--- src/rtl/alu_mc.sv ---
// Multi-cycle ALU with a valid/ready handshake on both sides.
// Multiplies use an iterative shift-add engine that takes one multiplier bit per cycle.
//
// state  | meaning
// -------+------------------------------------------------------------
// IDLE   | in_ready=1; wait for a request and capture it
// MUL    | one shift-add step per cycle for WIDTH cycles
// DONE   | out_valid=1; hold the result until out_ready
module alu_mc #(
  parameter int WIDTH     = 24,
  parameter int IMM_WIDTH = 8
) (
  input  logic                   clk,
  input  logic                   rst_n,
  input  logic                   in_valid,
  output logic                   in_ready,
  input  logic [3:0]             alu_control,
  input  logic [WIDTH-1:0]       in1,
  input  logic [WIDTH-1:0]       in2,
  input  logic [IMM_WIDTH-1:0]   imm,
  output logic                   out_valid,
  input  logic                   out_ready,
  output logic [2*WIDTH-1:0]     alu_result,
  output logic [3:0]             flags,
  output logic                   err
);

  localparam int CW = $clog2(WIDTH);
  localparam logic [CW-1:0] CNT_LAST = CW'(WIDTH - 1);

  localparam logic [3:0] OP_ADD  = 4'b0000;
  localparam logic [3:0] OP_SUB  = 4'b0001;
  localparam logic [3:0] OP_MUL  = 4'b0010;
  localparam logic [3:0] OP_XOR  = 4'b0011;
  localparam logic [3:0] OP_INV  = 4'b0100;
  localparam logic [3:0] OP_AND  = 4'b0101;
  localparam logic [3:0] OP_OR   = 4'b0110;
  localparam logic [3:0] OP_NOP  = 4'b1000;
  localparam logic [3:0] OP_ADDI = 4'b1100;
  localparam logic [3:0] OP_MULI = 4'b1101;

  typedef enum logic [1:0] {
    S_IDLE = 2'd0,
    S_MUL  = 2'd1,
    S_DONE = 2'd2
  } state_t;

  state_t               state_q, state_d;
  logic [CW-1:0]        cnt_q, cnt_d;
  logic [2*WIDTH-1:0]   mcand_q, mcand_d;
  logic [WIDTH-1:0]     mplier_q, mplier_d;
  logic [2*WIDTH-1:0]   acc_q, acc_d;
  logic [2*WIDTH-1:0]   result_q, result_d;
  logic [3:0]           flags_q, flags_d;
  logic                 err_q, err_d;

  logic [WIDTH-1:0]     imm_ext;
  logic [WIDTH-1:0]     op_b;
  logic [WIDTH:0]       sum;
  logic [WIDTH-1:0]     diff;
  logic [WIDTH-1:0]     sc_res;
  logic                 sc_c;
  logic                 sc_v;
  logic                 sc_err;
  logic                 is_mul;
  logic [2*WIDTH-1:0]   prod_step;

  // Single-cycle datapath, evaluated on the live inputs at the accept edge
  always_comb begin
    imm_ext = WIDTH'(imm);
    op_b    = (alu_control == OP_ADDI) ? imm_ext : in2;
    sum     = {1'b0, in1} + {1'b0, op_b};
    diff    = in1 - in2;
    sc_res  = '0;
    sc_c    = 1'b0;
    sc_v    = 1'b0;
    sc_err  = 1'b0;
    is_mul  = 1'b0;
    case (alu_control)
      OP_ADD, OP_ADDI: begin
        sc_res = sum[WIDTH-1:0];
        sc_c   = sum[WIDTH];
        sc_v   = (in1[WIDTH-1] == op_b[WIDTH-1]) && (sum[WIDTH-1] != in1[WIDTH-1]);
      end
      OP_SUB: begin
        sc_res = diff;
        sc_c   = (in1 < in2);
        sc_v   = (in1[WIDTH-1] != in2[WIDTH-1]) && (diff[WIDTH-1] != in1[WIDTH-1]);
      end
      OP_MUL, OP_MULI: is_mul = 1'b1;
      OP_XOR:  sc_res = in1 ^ in2;
      OP_INV:  sc_res = ~in1;
      OP_AND:  sc_res = in1 & in2;
      OP_OR:   sc_res = in1 | in2;
      OP_NOP:  sc_res = '0;
      default: sc_err = 1'b1;
    endcase
  end

  assign prod_step = acc_q + (mplier_q[0] ? mcand_q : '0);

  always_comb begin
    state_d  = state_q;
    cnt_d    = cnt_q;
    mcand_d  = mcand_q;
    mplier_d = mplier_q;
    acc_d    = acc_q;
    result_d = result_q;
    flags_d  = flags_q;
    err_d    = err_q;
    case (state_q)
      S_IDLE: begin
        if (in_valid) begin
          if (is_mul) begin
            mcand_d  = {{WIDTH{1'b0}}, in1};
            mplier_d = (alu_control == OP_MULI) ? imm_ext : in2;
            acc_d    = '0;
            cnt_d    = '0;
            state_d  = S_MUL;
          end else begin
            result_d = {{WIDTH{1'b0}}, sc_res};
            flags_d  = sc_err ? 4'b0000
                              : {sc_res[WIDTH-1], (sc_res == '0), sc_c, sc_v};
            err_d    = sc_err;
            state_d  = S_DONE;
          end
        end
      end
      S_MUL: begin
        acc_d    = prod_step;
        mcand_d  = mcand_q << 1;
        mplier_d = mplier_q >> 1;
        cnt_d    = cnt_q + CW'(1);
        if (cnt_q == CNT_LAST) begin
          cnt_d    = '0;
          result_d = prod_step;
          flags_d  = {prod_step[WIDTH-1], (prod_step == '0), 1'b0,
                      (prod_step[2*WIDTH-1:WIDTH] != '0)};
          err_d    = 1'b0;
          state_d  = S_DONE;
        end
      end
      S_DONE: begin
        if (out_ready) state_d = S_IDLE;
      end
      default: state_d = S_IDLE;
    endcase
  end

  always_ff @(posedge clk) begin
    if (!rst_n) begin
      state_q  <= S_IDLE;
      cnt_q    <= '0;
      mcand_q  <= '0;
      mplier_q <= '0;
      acc_q    <= '0;
      result_q <= '0;
      flags_q  <= '0;
      err_q    <= 1'b0;
    end else begin
      state_q  <= state_d;
      cnt_q    <= cnt_d;
      mcand_q  <= mcand_d;
      mplier_q <= mplier_d;
      acc_q    <= acc_d;
      result_q <= result_d;
      flags_q  <= flags_d;
      err_q    <= err_d;
    end
  end

  // in_ready is gated by rst_n so it reads 0 while reset is held
  assign in_ready   = rst_n && (state_q == S_IDLE);
  assign out_valid  = (state_q == S_DONE);
  assign alu_result = result_q;
  assign flags      = flags_q;
  assign err        = err_q;

endmodule

--- config.mk ---
export PLATFORM = sky130hd
export DESIGN_NAME = alu_mc
export DESIGN_NICKNAME = d
export VERILOG_FILES = /design/src/rtl/alu_mc.sv
export SDC_FILE = /design/constraint.sdc
export NUM_CORES = 1
export LEC_CHECK = 0
export CAP_MARGIN = 10
export CORE_MARGIN = 3
export CORE_UTILIZATION = 30
export DETAILED_ROUTE_END_ITERATION = 8
export GPL_TIMING_DRIVEN = 0
export HOLD_SLACK_MARGIN = 0.03
export SLEW_MARGIN = 30
export SYNTH_ARGS = -nofsm -noshare
export SYNTH_HDL_FRONTEND = slang
export SYNTH_SLANG_ARGS = --single-unit
--- constraint.sdc ---
create_clock -name clk -period 15.6 [get_ports clk]
set_clock_uncertainty 0.1 [all_clocks]
set_input_delay 1.56 -clock clk [delete_from_list [all_inputs] [get_ports clk]]
set_output_delay 1.56 -clock clk [all_outputs]
set_load 0.05 [all_outputs]
==> results by group, run 1 <==
Status
  – Status: finished, final reports clean

Pwr
  – Power per cell area: 69.0 mW/mm²
  – Leak: a little over 7 nW
  – Worst IR Drop VDD: ~0.084 mV

GRT
  – First-pass GRT wire length: between 90000 and 100000 µm
  – Total gr overflow: 0
  – Number of global-route vias before repair: 15600
  – Largest net degree at the start of global routing: 17
  – Total GRT Usage: ~23%
  – Initial antenna violation count: 0

STA
  – Headroom to the max-slew limit: roughly 29%
  – F_max: approximately 120 MHz
  – Final min period: between 8 and 9 ns
  – RSZ-0062 raised after global routing: false
  – Worst-margin pin slew: about 1.1 ns
  – Final hold violations: 0
  – Final Max Tran Viols: 0
  – Final worst-path cycle share: 55.0%
  – Final setup fails: 0
  – Setup tns final: 0 ns

Finish
  – Layout area overhead: 17.0%
  – Fin nets: 2452
  – Post-Route Utilization: between 30% and 40%
  – Layout cells sized above 1: under 10%

Route
  – # DRC: 0
  – WL per Instance: around 21 µm
  – Initial DRT Pass Iterations: 6
  – Total number of vias: about 16000
  – Routed Antenna Nets: 0
  – Initial DRC count: 1523
  – Via density: 5.61
  – Final wirelength: roughly 63000 µm

Min path
  – Worst hold path startpoint: alu_result[22]
  – HP Class: reg -> reg

Clock tree
  – Clock-pin slew on the worst setup and hold paths: around 0.08 ns
  – CTS tree: built
  – Num Clock Sinks: 180
  – Root buf cell: clkbuf_16
  – Skew-Pair Late Insertion Delay: between 0.4 and 0.5 ns
  – Htree depth: 4
  – Post-CTS resize count: 0
  – Hold-fix buffers, CTS: 0
  – TritonCTS buffer count: 17
  – CTS Buffer Depth: 2
  – Post-CTS setup repair buffer count: 0

Flow run
  – Max-cap viol count: 0

Logic synthesis
  – Net Count, Synth: 2314
  – Synth Flop Type: dfxtp_1
  – Top cell type's share of synthesized area: a little under a quarter
  – Synth area leader: dfxtp_1
  – Post-synthesis average cell area: about 7.4 µm²
  – Post-synth ARST share: 0%
  – Netlist cell types: 80
  – Yosys warnings: 0
  – Post-synth EDFFs: 0
  – Area contributors post-synth: dfxtp_1 (23%), ha_1 (12%), nand2_1 (6.4%)
  – Post-synth top cells: nand2_1 (268), dfxtp_1 (180), a21oi_1 (148), ha_1 (145), nor2_1 (139)
  – Sequential area share after synthesis: about 23%
  – Most common cell in the netlist: nand2_1
  – Synth Cell Area: 0.0156 mm²
  – Cell count after synthesis: 2102
  – Synth Register Bits: between 150 and 200

Critical path
  – Critical path class: in -> reg
  – Data arrival, critical path: roughly 9 ns
  – Max FO, Critical Path: 10
  – Slowest stage delay, CP: 0.67 ns
  – Critical Path End Type: flip-flop
  – CP Cell Sequence: clkdlybuf4s50_1 -> clkbuf_1 -> clkbuf_1 -> clkbuf_1 -> clkbuf_1 -> nor3_1 -> clkbuf_1 -> o21ai_0 -> ha_1 -> a21o_1 -> a21oi_1 -> o211ai_1 -> a21boi_0 -> o31ai_1 -> a221oi_1 -> xor2_1 -> o21ai_0 -> nor3_1 -> a211oi_1 -> o21a_1
  – CP required: roughly 16 ns
  – Worst setup SP type: input pin
  – Slowest CP cell: a221oi_1
  – Critical Path Source: alu_control[0]
  – Worst Path Buf+Inv: 6
  – Delay-heaviest family, CP: compound AO/OA/AOI/OAI gates
  – Reg-to-reg startpoint: mplier_q[0]
  – Critical Path Most Common Cell: clkbuf_1

Floorplanning
  – Die Wd: ~230 µm
  – Starting density of the core: 30.8%
  – Row cnt: 82
  – Die Ht: 234 µm
  – Die area: roughly 0.055 mm²
  – Top-Level Pins: approximately 120
  – Core box area: 0.0508 mm²

Placement
  – Dpl hpwl: approximately 50000 µm
  – GP Congestion: between 0.9 and 1
  – Port bufs: roughly 120
state kept, by name, indices dropped and copies added, names as in the netlist:
signal	cells
acc_q	48
err	1
mcand_q	48
flags	4
alu_result	48
cnt_q	5
mplier_q	24
state_q	2
path summary, 6_finish.rpt:
path	to	slack (ns)	cells after the start
min	alu_result[22]	0.36	2
min reg2reg	alu_result[22]	0.36	2
max reg2reg	flags[0]	10.02	15
max	alu_result[23]	7.01	20
final cells by class:
class | instances | area [µm²]
Inverter | 99 | 372
Antenna cell | 1 | 2.50
Timing Repair Buffer | 119 | 1190
Buffer | 132 | 510
Fill cell | 5385 | 32500
Clock inverter | 12 | 141
Tap cell | 672 | 841
Multi-Input combinational cell | 1691 | 11200
Sequential cell | 180 | 3600
Clock buffer | 20 | 457
layer usage:
metal / up-vias / global-route usage, % / share of wire, %
met5: - / 0 / 0
met4: 0 / 7.42 / 3.3
met3: 97 / 3.18 / 6.3
met2: 627 / 36.8 / 45
met1: 7839 / 30.5 / 45
li1: 7859 / - / -
where the power goes:
group / switching, mW / internal (mW)
Combinational: 0.217 / 0.113
Sequential: 0.00851 / 0.471
Clock: 0.203 / 0.248
Total: 0.428 / 0.831
worst reg2reg max path, stage by stage (launching register included):
cell and delay [ns]:
dfxtp_1 0.48, clkbuf_1 0.49, clkbuf_1 0.45, and2_1 0.21
ha_1 0.14, clkbuf_1 0.36, nand4_1 0.36, nor4_1 0.73
o221ai_1 0.45, and3_1 0.29, o21ai_0 0.17, a21oi_1 0.11
xnor2_1 0.20, nor4_2 0.53, a211oi_1 0.19, o21a_1 0.21
cell usage in the layout, fill, tap and decap left out, types with 8 or more instances in the layout:
cell type	n
clkdlybuf4s50_1	118
a21boi_0	71
mux2i_1	17
o21ai_0	127
a22oi_1	34
a222oi_1	16
a31oi_1	15
nand4_1	28
o31ai_1	8
or4_1	9
nand2_1	268
o211ai_1	50
and2_1	95
a21o_1	39
dfxtp_1	180
o221ai_1	10
a211oi_1	41
inv_1	99
nor2b_1	69
o21bai_1	18
buf_1	17
ha_1	145
a21oi_1	148
or2_2	13
o211a_1	23
xor2_1	19
o2111ai_1	10
nor2_1	139
nand3_1	30
nor3_1	35
clkbuf_16	17
nor4_1	19
clkbuf_1	109
o21a_1	21
xnor2_1	35
and3_1	9
or3_1	15
nand2b_1	12
per-stage QoR:
step           setup slack, ns  power, mW  cell area (µm²)  cells  hold slack (ns)
2_1_floorplan             9.60      0.686            15600   2102            0.341
3_3_place_gp              6.64      0.810            17600   2892            0.354
3_5_place_dp              6.57      0.813            17700   2893            0.359
4_1_cts                   7.05       1.26            18300   2925            0.367
5_1_grt                   6.67       1.31            18300   2925            0.389
6_report                  7.01       1.26            18300   2926            0.361
cells by family (layout without fill, tap and decap cells):
family	count (synthesis)	count (layout)	synth area share, %
buffers and inverters	231	382	5.65
other	0	1	0
adders and majority gates	148	148	12.0
DFF	180	180	23.1
AOI/OAI and AO/OA	693	693	30.3
xor gates and xnor gates	54	54	3.03
and+or+nand+nor	774	774	24.5
muxes	22	22	1.45
Note: power is estimated with default switching activity, not from simulation.
==> inputs of run 2 (changes only) <==
Clock period 15.6 ns to 7 ns, I/O delays scaled along.
==> run 2 against run 1 <==
Effect of this change:
- power up 120%
- clock power up 120%
- register-to-register slack worse by 8.6 ns
- setup slack worse by 6.7 ns
- largest cell class unchanged
- largest power group unchanged
==> results by group, run 2 (synthesis results as in run 1) <==
Finish
  – Register area: approximately 0.0036 mm²
  – Fill cells: between 5000 and 6000
  – Multi-input logic area: between 0.01 and 0.015 mm²
  – Fin nets: approximately 2500
  – Layout area overhead: 17.1%
  – Layout cells sized above 1: about 3.6%
  – Commonest non-fill, non-tap cell in the layout: nand2_1
  – Final instance area: about 0.018 mm²
  – Most frequent cells in the layout: nand2_1 (268), dfxtp_1 (180), a21oi_1 (148)

Clock tree
  – CTS Buffer Depth: 2
  – Hold-fix buffers, CTS: 0
  – TritonCTS buffer count: 17
  – CTS tree: built
  – Num Clock Sinks: 180
  – Post-CTS setup repair buffer count: 0
  – Clock-pin slew on the worst setup and hold paths: around 0.080 ns
  – Root buf cell: clkbuf_16
  – Htree depth: 4
  – Skew-Pair Late Insertion Delay: approximately 0.47 ns

Pwr
  – Cell internal pwr: 1.85 mW
  – Switching share of power: between 30% and 40%
  – Sequential Power Share: a little under two fifths
  – Leak: between 7 and 8 nW
  – Final Power: around 2.8 mW
  – P_sw: approximately 0.97 mW
  – Combinational power share: approximately a quarter
  – Power per cell area: about 150 mW/mm²
  – Clock network power share: 35.9%
  – Worst IR Drop VDD: roughly 0.19 mV

Placement
  – DP Area: ~0.018 mm²
  – Port bufs: 118
  – GP Congestion: slightly below 1
  – Dpl hpwl: around 51000 µm

Floorplanning
  – Starting density of the core: between 30% and 40%
  – Row cnt: between 80 and 90
  – Top-Level Pins: about 120
  – Die Ht: around 230 µm
  – Die area: between 0.05 and 0.06 mm²
  – Core box area: approximately 0.051 mm²
  – Die Wd: between 200 and 250 µm

Critical path
  – CP required: 7.31 ns
  – Critical Path Most Common Cell: clkbuf_1
  – Critical path class: in -> reg
  – Max FO, Critical Path: 19
  – Slowest stage delay, CP: just over 0.6 ns
  – Data arrival, critical path: between 6 and 7 ns
  – Worst setup SP type: input pin
  – Worst Path Buf+Inv: 5
  – Worst Reg-to-Reg Cells: 15
  – Delay-heaviest family, CP: compound AO/OA/AOI/OAI gates
  – CP Cell Sequence: clkdlybuf4s50_1 -> clkbuf_1 -> clkbuf_1 -> clkbuf_4 -> nor3_4 -> clkbuf_1 -> o21ai_0 -> ha_1 -> a21o_1 -> a21oi_1 -> o211ai_1 -> a21boi_1 -> nor4b_1 -> a311o_1 -> a211oi_1 -> nand4_1 -> nor4_1 -> nand4_1 -> nand2_1
  – Slowest CP cell: a211oi_1
  – Crit path depth: 19
  – Critical Path End Type: flip-flop

STA
  – F_max: between 150 and 200 MHz
  – Final min period: 6.64 ns
  – RSZ-0062 raised after global routing: false
  – Final worst-path cycle share: 94.9%
  – Final hold violations: 0
  – Hold_ws: 0.362 ns
  – Final setup fails: 0
  – Headroom to the max-slew limit: between 30% and 40%
  – Worst-margin pin slew: 0.988 ns
  – Final Max Tran Viols: 0

Route
  – Initial DRC count: between 1500 and 2000
  – Total number of vias: about 16000
  – Final wirelength: roughly 63000 µm
  – Via density: 5.64
  – WL per Instance: between 20 and 25 µm
  – Initial DRT Pass Iterations: 5
  – # DRC: 0
  – Routed Antenna Nets: 0

GRT
  – Initial antenna violation count: 0
  – Total GRT Usage: around 22%
  – Total gr overflow: 0
  – Number of global-route vias before repair: between 15000 and 20000
  – Largest net degree at the start of global routing: 20
  – First-pass GRT wire length: 94400 µm

Min path
  – HP Class: reg -> reg
  – Hold path depth: 2

Status
  – Status: finished, final reports clean

Flow run
  – Max-cap viol count: 0
## run 2: final timing paths
path	from	slack (ns)	to
max	alu_control[0]	0.36	flags[2]
min	alu_result[22]	0.36	alu_result[22]
max reg2reg	mplier_q[0]	1.45	flags[0]
min reg2reg	alu_result[22]	0.36	alu_result[22]
## run 2: what timing repair did
item / in CTS / in global routing
resized for setup: 5 / 6
gates cloned: 0 / 0
setup endpoints to repair: 7 / 1
## run 2: layout make-up
cell class,count,area share [%]
tap,672,4.60
multi-input combinational,1691,61.1
buffer,130,2.79
inverter,99,2.03
clock inverter,12,0.773
antenna,1,0.0137
sequential,180,19.7
clock buffer,20,2.50
timing repair buffer,119,6.49
## run 2: power by group through the flow
stage	Combinational [mW]	Clock, mW	Sequential [mW]
floorplan	0.406	0	1.12
global placement	0.714	0	1.09
detailed placement	0.720	0	1.09
CTS	0.724	1.02	1.07
global route	0.794	1.06	1.07
finish	0.738	1.01	1.07
## run 2: worst reg2reg max path: stages, from the launching register on
cell	delay (ns)
dfxtp_1	0.47
clkbuf_1	0.50
clkbuf_1	0.45
and2_1	0.21
ha_1	0.14
clkbuf_1	0.36
nand4_1	0.37
nor4_1	0.74
o221ai_1	0.44
and3_1	0.29
o21ai_0	0.17
a21oi_1	0.11
xnor2_1	0.21
nor4_2	0.51
a211oi_1	0.18
o21a_1	0.21
## run 2: through the flow
stage / utilization [%] / setup slack, ns / std cells / setup TNS, ns
2_1_floorplan: - / 1.86 / 2102 / 0
3_3_place_gp: 34.7 / -1.10 / 2892 / -8.32
3_5_place_dp: 34.8 / -1.17 / 2893 / -8.72
4_1_cts: 36.0 / 0.236 / 2923 / 0
5_1_grt: 36.0 / 0.0303 / 2923 / 0
6_report: 36.0 / 0.357 / 2924 / 0
## run 2: metal layers
layer	track usage [%]	part of all wire, %	vias up
li1	-	-	7866
met1	30.4	46	7904
met2	36.8	45	613
met3	3.21	6.2	94
met4	7.10	2.9	0
met5	0	0	-
